<file path="src/rtl/rv32i_multicycle_ctrl_pkg.sv">
// Shared encodings for the RV32I multi-cycle controller:
// FSM states, opcodes, instruction classes, immtype, pc_sel, wb_sel, alu_op.
package rv32i_multicycle_ctrl_pkg;

   typedef enum logic [2:0] {
      S_FETCH  = 3'd0,
      S_DECODE = 3'd1,
      S_EXEC   = 3'd2,
      S_MEM    = 3'd3,
      S_WB     = 3'd4,
      S_TRAP   = 3'd5
   } state_e;

   typedef enum logic [3:0] {
      CL_OP,
      CL_OPIMM,
      CL_LUI,
      CL_AUIPC,
      CL_LOAD,
      CL_STORE,
      CL_BRANCH,
      CL_JAL,
      CL_JALR,
      CL_NOP,
      CL_ILL
   } iclass_e;

   localparam logic [6:0] OPC_LOAD   = 7'b0000011;
   localparam logic [6:0] OPC_STORE  = 7'b0100011;
   localparam logic [6:0] OPC_BRANCH = 7'b1100011;
   localparam logic [6:0] OPC_JAL    = 7'b1101111;
   localparam logic [6:0] OPC_JALR   = 7'b1100111;
   localparam logic [6:0] OPC_OP     = 7'b0110011;
   localparam logic [6:0] OPC_OPIMM  = 7'b0010011;
   localparam logic [6:0] OPC_LUI    = 7'b0110111;
   localparam logic [6:0] OPC_AUIPC  = 7'b0010111;
   localparam logic [6:0] OPC_FENCE  = 7'b0001111;
   localparam logic [6:0] OPC_SYSTEM = 7'b1110011;

   localparam logic [2:0] IMM_I = 3'b000;
   localparam logic [2:0] IMM_S = 3'b001;
   localparam logic [2:0] IMM_B = 3'b010;
   localparam logic [2:0] IMM_U = 3'b011;
   localparam logic [2:0] IMM_J = 3'b100;

   localparam logic [1:0] PC_PLUS4 = 2'b00;
   localparam logic [1:0] PC_IMM   = 2'b01;
   localparam logic [1:0] PC_ALU   = 2'b10;

   localparam logic [1:0] WB_ALU = 2'b00;
   localparam logic [1:0] WB_MEM = 2'b01;
   localparam logic [1:0] WB_PC4 = 2'b10;
   localparam logic [1:0] WB_IMM = 2'b11;

   // alu_op = {funct7[5], funct3}
   localparam logic [3:0] ALU_ADD = 4'b0000;
   localparam logic [3:0] ALU_SUB = 4'b1000;

   function automatic logic [1:0] wb_sel_of(iclass_e c);
      logic [1:0] s;
      s = WB_ALU;
      if (c == CL_LOAD) s = WB_MEM;
      if (c == CL_LUI)  s = WB_IMM;
      return s;
   endfunction

endpackage

</file>
<file path="src/rtl/rv32i_multicycle_ctrl_decoder.sv">
// Combinational main decoder: instr -> class, cu_immtype, alu_op.
// Ports: instr in; iclass, immtype, alu_op out.
module rv32i_multicycle_ctrl_decoder
   import rv32i_multicycle_ctrl_pkg::*;
(
   input  logic [31:0] instr,
   output iclass_e     iclass,
   output logic [2:0]  immtype,
   output logic [3:0]  alu_op
);

   logic [6:0] opc;
   logic [2:0] f3;
   logic       f7b;
   logic       unused_bits;

   assign opc = instr[6:0];
   assign f3  = instr[14:12];
   assign f7b = instr[30];
   assign unused_bits =
      ^{instr[31], instr[29:15], instr[11:7]};

   always_comb begin
      iclass  = CL_ILL;
      immtype = IMM_I;
      alu_op  = ALU_ADD;
      unique case (1'b1)
         (opc == OPC_OP): begin
            iclass = CL_OP;
            alu_op = {f7b, f3};
         end
         (opc == OPC_OPIMM): begin
            iclass = CL_OPIMM;
            // only SRAI carries funct7[5]
            alu_op = {f7b & (f3 == 3'b101), f3};
         end
         (opc == OPC_LUI): begin
            iclass  = CL_LUI;
            immtype = IMM_U;
         end
         (opc == OPC_AUIPC): begin
            iclass  = CL_AUIPC;
            immtype = IMM_U;
         end
         (opc == OPC_LOAD): begin
            iclass = CL_LOAD;
         end
         (opc == OPC_STORE): begin
            iclass  = CL_STORE;
            immtype = IMM_S;
         end
         (opc == OPC_BRANCH): begin
            // compare via SUB; ALU picks condition from funct3
            iclass  = CL_BRANCH;
            immtype = IMM_B;
            alu_op  = ALU_SUB;
         end
         (opc == OPC_JAL): begin
            iclass  = CL_JAL;
            immtype = IMM_J;
         end
         (opc == OPC_JALR): begin
            iclass = CL_JALR;
         end
         (opc == OPC_FENCE): begin
            iclass = CL_NOP;
         end
         (opc == OPC_SYSTEM): begin
            iclass = (f3 == 3'b000) ? CL_NOP : CL_ILL;
         end
         default: ;
      endcase
   end

endmodule

</file>
<file path="src/rtl/rv32i_multicycle_ctrl.sv">
// RV32I multi-cycle control FSM: fetch/decode/exec/mem/wb.
// Ports: clk, rst_n, instr, br_taken, imem_ready, dmem_ready in;
//   imem_req, dmem_req, dmem_we, ir_we, pc_we, pc_sel, rf_we,
//   wb_sel, alu_src_a, alu_src_b, alu_op, cu_immtype, bus_err,
//   illegal out. Optional macro: CTRL_ILLEGAL_TRAP_EN.
module rv32i_multicycle_ctrl
   import rv32i_multicycle_ctrl_pkg::*;
#(
   parameter int MEM_WAIT_MAX = 16
)
(
   input  logic        clk,
   input  logic        rst_n,
   input  logic [31:0] instr,
   input  logic        br_taken,
   input  logic        imem_ready,
   input  logic        dmem_ready,
   output logic        imem_req,
   output logic        dmem_req,
   output logic        dmem_we,
   output logic        ir_we,
   output logic        pc_we,
   output logic [1:0]  pc_sel,
   output logic        rf_we,
   output logic [1:0]  wb_sel,
   output logic        alu_src_a,
   output logic        alu_src_b,
   output logic [3:0]  alu_op,
   output logic [2:0]  cu_immtype,
   output logic        bus_err,
   output logic        illegal
);

   localparam int CW =
      (MEM_WAIT_MAX > 1) ? $clog2(MEM_WAIT_MAX) : 1;
   localparam logic [CW-1:0] CNT_LAST =
      CW'((MEM_WAIT_MAX > 0) ? MEM_WAIT_MAX - 1 : 0);
   localparam bit TO_EN = (MEM_WAIT_MAX > 0);

`ifdef CTRL_ILLEGAL_TRAP_EN
   localparam bit TRAP_EN = 1'b1;
`else
   localparam bit TRAP_EN = 1'b0;
`endif

   state_e        state_q;
   state_e        state_d;
   logic [CW-1:0] cnt_q;
   logic [CW-1:0] cnt_d;
   iclass_e       iclass;
   logic [2:0]    dec_imm;
   logic [3:0]    dec_aluop;
   logic          mem_act;
   logic          mem_rdy;
   logic          timeout;

   rv32i_multicycle_ctrl_decoder u_dec (
      .instr   (instr),
      .iclass  (iclass),
      .immtype (dec_imm),
      .alu_op  (dec_aluop)
   );

   assign mem_act = (state_q == S_FETCH) ||
                    (state_q == S_MEM);
   assign mem_rdy = (state_q == S_FETCH) ?
                    imem_ready : dmem_ready;
   // ready in the last allowed cycle beats the timeout
   assign timeout = TO_EN && mem_act && !mem_rdy &&
                    (cnt_q == CNT_LAST);

   always_comb begin
      state_d    = state_q;
      imem_req   = 1'b0;
      dmem_req   = 1'b0;
      dmem_we    = 1'b0;
      ir_we      = 1'b0;
      pc_we      = 1'b0;
      pc_sel     = PC_PLUS4;
      rf_we      = 1'b0;
      wb_sel     = WB_ALU;
      alu_src_a  = 1'b0;
      alu_src_b  = 1'b0;
      alu_op     = ALU_ADD;
      cu_immtype = IMM_I;
      bus_err    = 1'b0;
      // everything stays at its default while in reset
      if (rst_n) begin
         unique case (state_q)
            S_FETCH: begin
               imem_req = 1'b1;
               if (imem_ready) begin
                  ir_we   = 1'b1;
                  state_d = S_DECODE;
               end else if (timeout) begin
                  bus_err = 1'b1;
               end
            end
            S_DECODE: begin
               state_d = S_EXEC;
            end
            S_EXEC: begin
               state_d = S_FETCH;
               unique case (iclass)
                  CL_BRANCH: begin
                     pc_we  = 1'b1;
                     pc_sel = br_taken ? PC_IMM : PC_PLUS4;
                  end
                  CL_JAL: begin
                     rf_we  = 1'b1;
                     wb_sel = WB_PC4;
                     pc_we  = 1'b1;
                     pc_sel = PC_IMM;
                  end
                  CL_JALR: begin
                     rf_we  = 1'b1;
                     wb_sel = WB_PC4;
                     pc_we  = 1'b1;
                     pc_sel = PC_ALU;
                  end
                  CL_LOAD, CL_STORE: begin
                     state_d = S_MEM;
                  end
                  CL_OP, CL_OPIMM, CL_LUI, CL_AUIPC: begin
                     state_d = S_WB;
                  end
                  CL_ILL: begin
                     if (TRAP_EN) state_d = S_TRAP;
                     else         pc_we   = 1'b1;
                  end
                  default: begin
                     pc_we = 1'b1;
                  end
               endcase
            end
            S_MEM: begin
               dmem_req = 1'b1;
               dmem_we  = (iclass == CL_STORE);
               if (dmem_ready) begin
                  if (iclass == CL_STORE) begin
                     pc_we   = 1'b1;
                     state_d = S_FETCH;
                  end else begin
                     state_d = S_WB;
                  end
               end else if (timeout) begin
                  // abandon; instruction is refetched
                  bus_err = 1'b1;
                  state_d = S_FETCH;
               end
            end
            S_WB: begin
               rf_we   = 1'b1;
               wb_sel  = wb_sel_of(iclass);
               pc_we   = 1'b1;
               state_d = S_FETCH;
            end
            S_TRAP: ;
            default: begin
               state_d = S_FETCH;
            end
         endcase
         if (state_q inside {S_DECODE, S_EXEC,
                             S_MEM, S_WB}) begin
            cu_immtype = dec_imm;
            alu_op     = dec_aluop;
         end
         // operand muxes held from EXEC through WB
         if (state_q inside {S_EXEC, S_MEM, S_WB}) begin
            alu_src_a = (iclass == CL_AUIPC);
            alu_src_b = iclass inside {CL_OPIMM, CL_LOAD,
                                       CL_STORE, CL_LUI,
                                       CL_AUIPC, CL_JALR};
         end
      end
   end

   always_comb begin
      cnt_d = cnt_q;
      if ((state_d != state_q) || timeout)
         cnt_d = '0;
      else if (mem_act && !mem_rdy)
         cnt_d = cnt_q + 1'b1;
   end

   always_ff @(posedge clk) begin
      if (!rst_n) begin
         state_q <= S_FETCH;
         cnt_q   <= '0;
      end else begin
         state_q <= state_d;
         cnt_q   <= cnt_d;
      end
   end

`ifdef CTRL_ILLEGAL_TRAP_EN
   logic ill_q;

   always_ff @(posedge clk) begin
      if (!rst_n)
         ill_q <= 1'b0;
      else if (state_d == S_TRAP)
         ill_q <= 1'b1;
   end

   assign illegal = ill_q & rst_n;
`else
   assign illegal = 1'b0;
`endif

endmodule

</file>
<file path="config.mk">
export PLATFORM = sky130hd
export DESIGN_NAME = rv32i_multicycle_ctrl
export DESIGN_NICKNAME = d
export VERILOG_FILES = /design/src/rtl/rv32i_multicycle_ctrl_pkg.sv /design/src/rtl/rv32i_multicycle_ctrl_decoder.sv /design/src/rtl/rv32i_multicycle_ctrl.sv
export SDC_FILE = /design/constraint.sdc
export NUM_CORES = 1
export LEC_CHECK = 0
export BUFFER_PORTS_ARGS = -buffer_cell sky130_fd_sc_hd__buf_2
export CAP_MARGIN = 15
export CORE_MARGIN = 4
export CORE_UTILIZATION = 30
export DETAILED_ROUTE_END_ITERATION = 10
export GPL_ROUTABILITY_DRIVEN = 0
export SYNTH_ARGS = -nofsm -noshare
export SYNTH_HDL_FRONTEND = slang
export SYNTH_SLANG_ARGS = --single-unit
</file>
<file path="constraint.sdc">
create_clock -name clk -period 2.3 [get_ports clk]
set_clock_uncertainty 0.1 [all_clocks]
set_input_delay 0.115 -clock clk [delete_from_list [all_inputs] [get_ports clk]]
set_output_delay 0.115 -clock clk [all_outputs]
set_load 0.005 [all_outputs]
</file>
==> flow_summary.toml, run 1 <==
[die]
initial_core_util_pct = 31.54
die_x_um = 64.89
row_count = 20
core_sq_mm = 0.003078
ios = 58
die_area_sq_mm = 0.004211
chipHeight_um = 64.89

[timing]
layout_min_cycle_time_ps = 2130
fmax_mhz = 469.5
period_share_pct = 92.61
slew_headroom_pct = 61.40
drv_slew = 0
setup_viol = 0
hold_viol = 0
rsz0062_at_grt = "false"
worst_slack_ps = 169.9
tns_ps = 0
worstMarginPinSlew_ps = 573.0
whs_ps = 137.0

[logic_synthesis]
async_flop_share_pct = 0
yosys.cell_types.count = 52
synth_nets = 174
yosysMostFrequentCell = "nand2_1"
synth_common_cells = "nand2_1 (12), nor3_1 (11), nor2_1 (9)"
ys_warn_count = 0
synth_top_area_cell = "dfxtp_1"
avgSynthCellArea_sq_um = 7.139
syn_inst = 136
ys_seq_area_share_pct = 14.43
synth_edf_count = 0
synth.top_cell.area_share_pct = 14.43
syn-cell-area_sq_um = 970.9
synthFlopType = "dfxtp_1"
synth_area_leaders = "dfxtp_1 (14%), nor3_1 (5.7%), nand2_1 (4.6%)"
synth_seq_cells = 7

[drt]
dr_wl_met2_um = 1299
drc = 0
postRouteAntennaNets = 0
wl_per_cell_um = 13.17
wl_met1_um = 1265
via_per_inst = 5.442
wl_um = 2832
drt_first_pass_iters = 4
top_layer = "met4"
num_vias = 1170
dr_wl_met3_um = 229
drt_iter0_markers = 61

[pwr]
cellLeakagePower_nw = 0.5228
ir_drop_v = 0.0003159
pwr_density_cell_mw_per_mm2 = 339.1

[placed_design]
io_buffers = 35
hpwl_um = 2316
dpl_worst_slack_ps = 282.4
place_inst = 211

[setup_path]
rrSetupSlack_ps = 590
critPathLaunchType = "register"
required_ps = 2090
worstReg2RegStart = "state_q[0]"
crit_path_start = "state_q[1]"
timing_worst_setup_path_type = "register to output pin"
crit_arrival_ps = 1920
end_kind = "output pin"
cp_max_fo = 8

[clocking]
postCtsSetupBuffers = 0
cts_sinks = 7
clock-root-buffer = "clkbuf_4"
clk_latency_ps = 250
ctsHtreeMaxLevel = 1
cts_made_buffers = 3
cts.path.max_buffers = 2
clk_pin_slew_ps = 50
cts_tree = "done"

[final_layout]
fin_nets = 210
drive_gt1_share_pct = 32.75
syn_to_final_growth_pct = 25.26
finalNonFillerCells = 215
final_core_util_pct = 39.51
n_antenna_cell = 0

[run]
cap_violations = 0

[grt]
grt_max_degree = 16
grt_pass1_wl_um = 4540
antenna_found_initial = 0
grtUsageTotal_pct = 12.89
grt_pass1_vias = 1035
globalRouteOverflowTotal = 0

[run_status]
status = "finished, final reports clean"

[min_path]
hp-class = "primary input to register"
hp-start = "rst_n"
power by group:
part	internal [mW]	total (mW)	leakage (nW)	switching (mW)
combinational	0.0661	0.156	0.451	0.0897
sequential	0.130	0.145	0.0572	0.0149
clock	0.0662	0.112	0.0150	0.0457
cells by family (layout without fill, tap and decap cells):
family / Yosys count / count (layout) / synth area share [%]
mux: 2 / 2 / 2.191
simple gates: 76 / 76 / 45.49
flops: 7 / 7 / 14.43
fa+ha+maj: 1 / 1 / 1.288
xor+xnor: 3 / 3 / 2.707
compound gates: 34 / 34 / 26.93
buf+inv: 12 / 47 / 6.571
other cells: 1 / 1 / 0.3862
stage by stage:
stage               instance area (sq um)  power [mW]
floorplan                           970.9      0.2504
global placement                     1182      0.2961
detailed placement                   1182      0.3003
CTS                                  1209      0.4126
global route                         1216      0.4469
finish                               1216      0.4123
critical path: stages, from the launching register on:
cell and delay (ps):
dfxtp_1 360, nand2b_1 240, nor2_1 210, o211ai_1 220
nor4b_2 350, and2_1 180, buf_2 110
registers in the layout, summed over array words and instances, names as in the netlist:
signal and cells:
cnt_q 4, state_q 3
metal layers:
layer  GRT usage [%]  vias to the layer above
li1                -                      587
met1           16.39                      532
met2           22.35                       45
met3           2.426                        6
met4           2.902                        0
met5               0                        -
layout make-up:
cell class | instances | area [sq um]
Fill cell | 346 | 1862
Multi-Input combinational cell | 117 | 773.2
Timing Repair Buffer | 39 | 205.2
Sequential cell | 7 | 141.4
Tap cell | 44 | 55.05
Clock buffer | 4 | 26.28
Inverter | 4 | 15.01
repair_timing:
item,4_1_cts,5_1_grt
hold buffers,0,0
setup endpoints to repair,0,4
endpoints found under the hold margin,0,0
gates resized for setup,0,2
placed cells by master (no fill, tap or decap), types with 5 or more instances in the layout:
master,Yosys,layout
o21ai_0,7,7
nor2_1,9,9
nor4_1,5,5
buf_2,3,35
and2_1,7,7
nand3_1,6,6
nor3_1,11,11
a21oi_1,8,8
dfxtp_1,7,6
nand2_1,12,12
worst paths after layout:
| check | to | depth (start not counted) |
|---|---|---|
| max | alu_op[1] | 6 |
| min reg2reg | cnt_q[1] | 2 |
| min | state_q[0] | 2 |
| max reg2reg | cnt_q[2] | 5 |
Power figures use the tool's default switching activity.
==> inputs of run 2 (changes only) <==
Settings changed: PLACE_DENSITY from default to 0.55, REMOVE_ABC_BUFFERS from default to 1.
==> flow_summary.toml, run 2 (synthesized netlist as in run 1, its figures left out) <==
[run_status]
status = "finished, final reports clean"

[clocking]
clk_pin_slew_ps = 50
clock-root-buffer = "clkbuf_4"
ctsHtreeMaxLevel = 1
cts_tree = "done"
cts_resized = 0
cts_hold_buf = 0
postCtsSetupBuffers = 0
cts_sinks = 7
cts.path.max_buffers = 2
clk_latency_ps = 260
cts_made_buffers = 3

[final_layout]
n_antenna_cell = 0
final_cell_mix = "buf_2 (35), nand2_1 (12), nor3_1 (11)"
multiInputGateArea_sq_um = 773.2
syn_to_final_growth_pct = 26.80
drive_gt1_share_pct = 33.53
reg_top3 = "cnt_q: 4 flops, state_q: 3 flops"
largest_register = "cnt_q"
fillers = 331
regArea_sq_um = 141.4
largest_reg_flops = 4
final_common_cell = "buf_2"
fin_nets = 212

[pwr]
ir_drop_v = 0.0001691
pwr_density_cell_mw_per_mm2 = 338.0
cellLeakagePower_nw = 0.5324
fin_total_pwr_mw = 0.4161

[timing]
rsz0062_at_grt = "false"
period_share_pct = 90.07
worstMarginPinSlew_ps = 628.6
drv_slew = 0
fmax_mhz = 482.7
setup_viol = 0
hold_viol = 0
tns_ps = 0
slew_headroom_pct = 57.65
layout_min_cycle_time_ps = 2072

[setup_path]
required_ps = 2090
crit_path_top_delay_cell = "dfxtp_1"
worst-path-buf-inv = 1
max_stage_delay_ps = 370
end_kind = "output pin"
cp_max_fo = 8
crit_arrival_ps = 1860
critPathTopFamily = "simple AND/OR/NAND/NOR gates"
timing_worst_setup_path_type = "register to output pin"
critPathLaunchType = "register"
path_cells = "nand2b_1 -> nor2_1 -> o211ai_1 -> nor4b_2 -> and2_1 -> buf_2"

[grt]
grt_use_met3_pct = 2.080
use_met2_pct = 25.03
grt_max_degree = 16
top_usage_layer = "met2"
grtUsageTotal_pct = 14.69
grt_util_met1_pct = 18.87
grt_pass1_vias = 1088
globalRouteOverflowTotal = 0
antenna_found_initial = 0
grt_pass1_wl_um = 5043

[die]
initial_core_util_pct = 31.54
row_count = 20
die_x_um = 64.89
chipHeight_um = 64.89
core_sq_mm = 0.003078
die_area_sq_mm = 0.004211
ios = 58

[drt]
via_per_inst = 5.387
drc = 0
postRouteAntennaNets = 0
num_vias = 1169
wl_per_cell_um = 13.67
drt_first_pass_iters = 4
wl_um = 2966
drt_iter0_markers = 69

[min_path]
hp-class = "primary input to register"

[placed_design]
io_buffers = 35
hpwl_um = 2364

[run]
cap_violations = 0
-- run 2: changes by cell type in the layout (fill, tap and decap cells not counted) --
cell | previous run | this run
buf_4 | 4 | 6
-- run 2: layer usage --
layer / vias to the layer above / wire length (um) / share of wire [%]
met5: - / 0 / 0
met4: 0 / 36 / 1.2
met3: 3 / 185 / 6.2
met2: 33 / 1405 / 47
met1: 545 / 1338 / 45
li1: 588 / - / -
-- run 2: through the flow --
stage / hold slack, ps / instances / cell area, sq um / setup slack, ps / util [%]
2_1_floorplan: 160.9 / 128 / 922.1 / 552.1 / -
3_3_place_gp: 404.7 / 213 / 1197 / 304.5 / 38.90
3_5_place_dp: 404.7 / 213 / 1197 / 310.5 / 38.90
4_1_cts: 136.1 / 217 / 1224 / 50.21 / 39.76
5_1_grt: 131.9 / 217 / 1231 / 14.43 / 40.00
6_report: 139.1 / 217 / 1231 / 228.3 / 40.00
-- run 2: path summary, 6_finish.rpt --
path                            cells past startpoint          to       start  slack [ps]
worst max-delay path                                6   alu_op[2]  state_q[1]         230
worst min-delay path                                2  state_q[0]       rst_n         140
worst max register to register                      5    cnt_q[3]  state_q[1]         560
worst min register to register                      2    cnt_q[1]    cnt_q[1]         460
-- run 2: final cells by class --
cell class	count	area share (%)
clock buffer	4	2.134
timing repair buffer	41	17.89
multi-input combinational	117	62.80
tap	44	4.472
inverter	4	1.220
sequential	7	11.48
-- run 2: power breakdown --
part	internal, mW	total (mW)	switching (mW)
logic	0.0670	0.156	0.0895
registers	0.130	0.145	0.0152
clock network	0.0664	0.115	0.0483
total	0.263	0.416	0.153
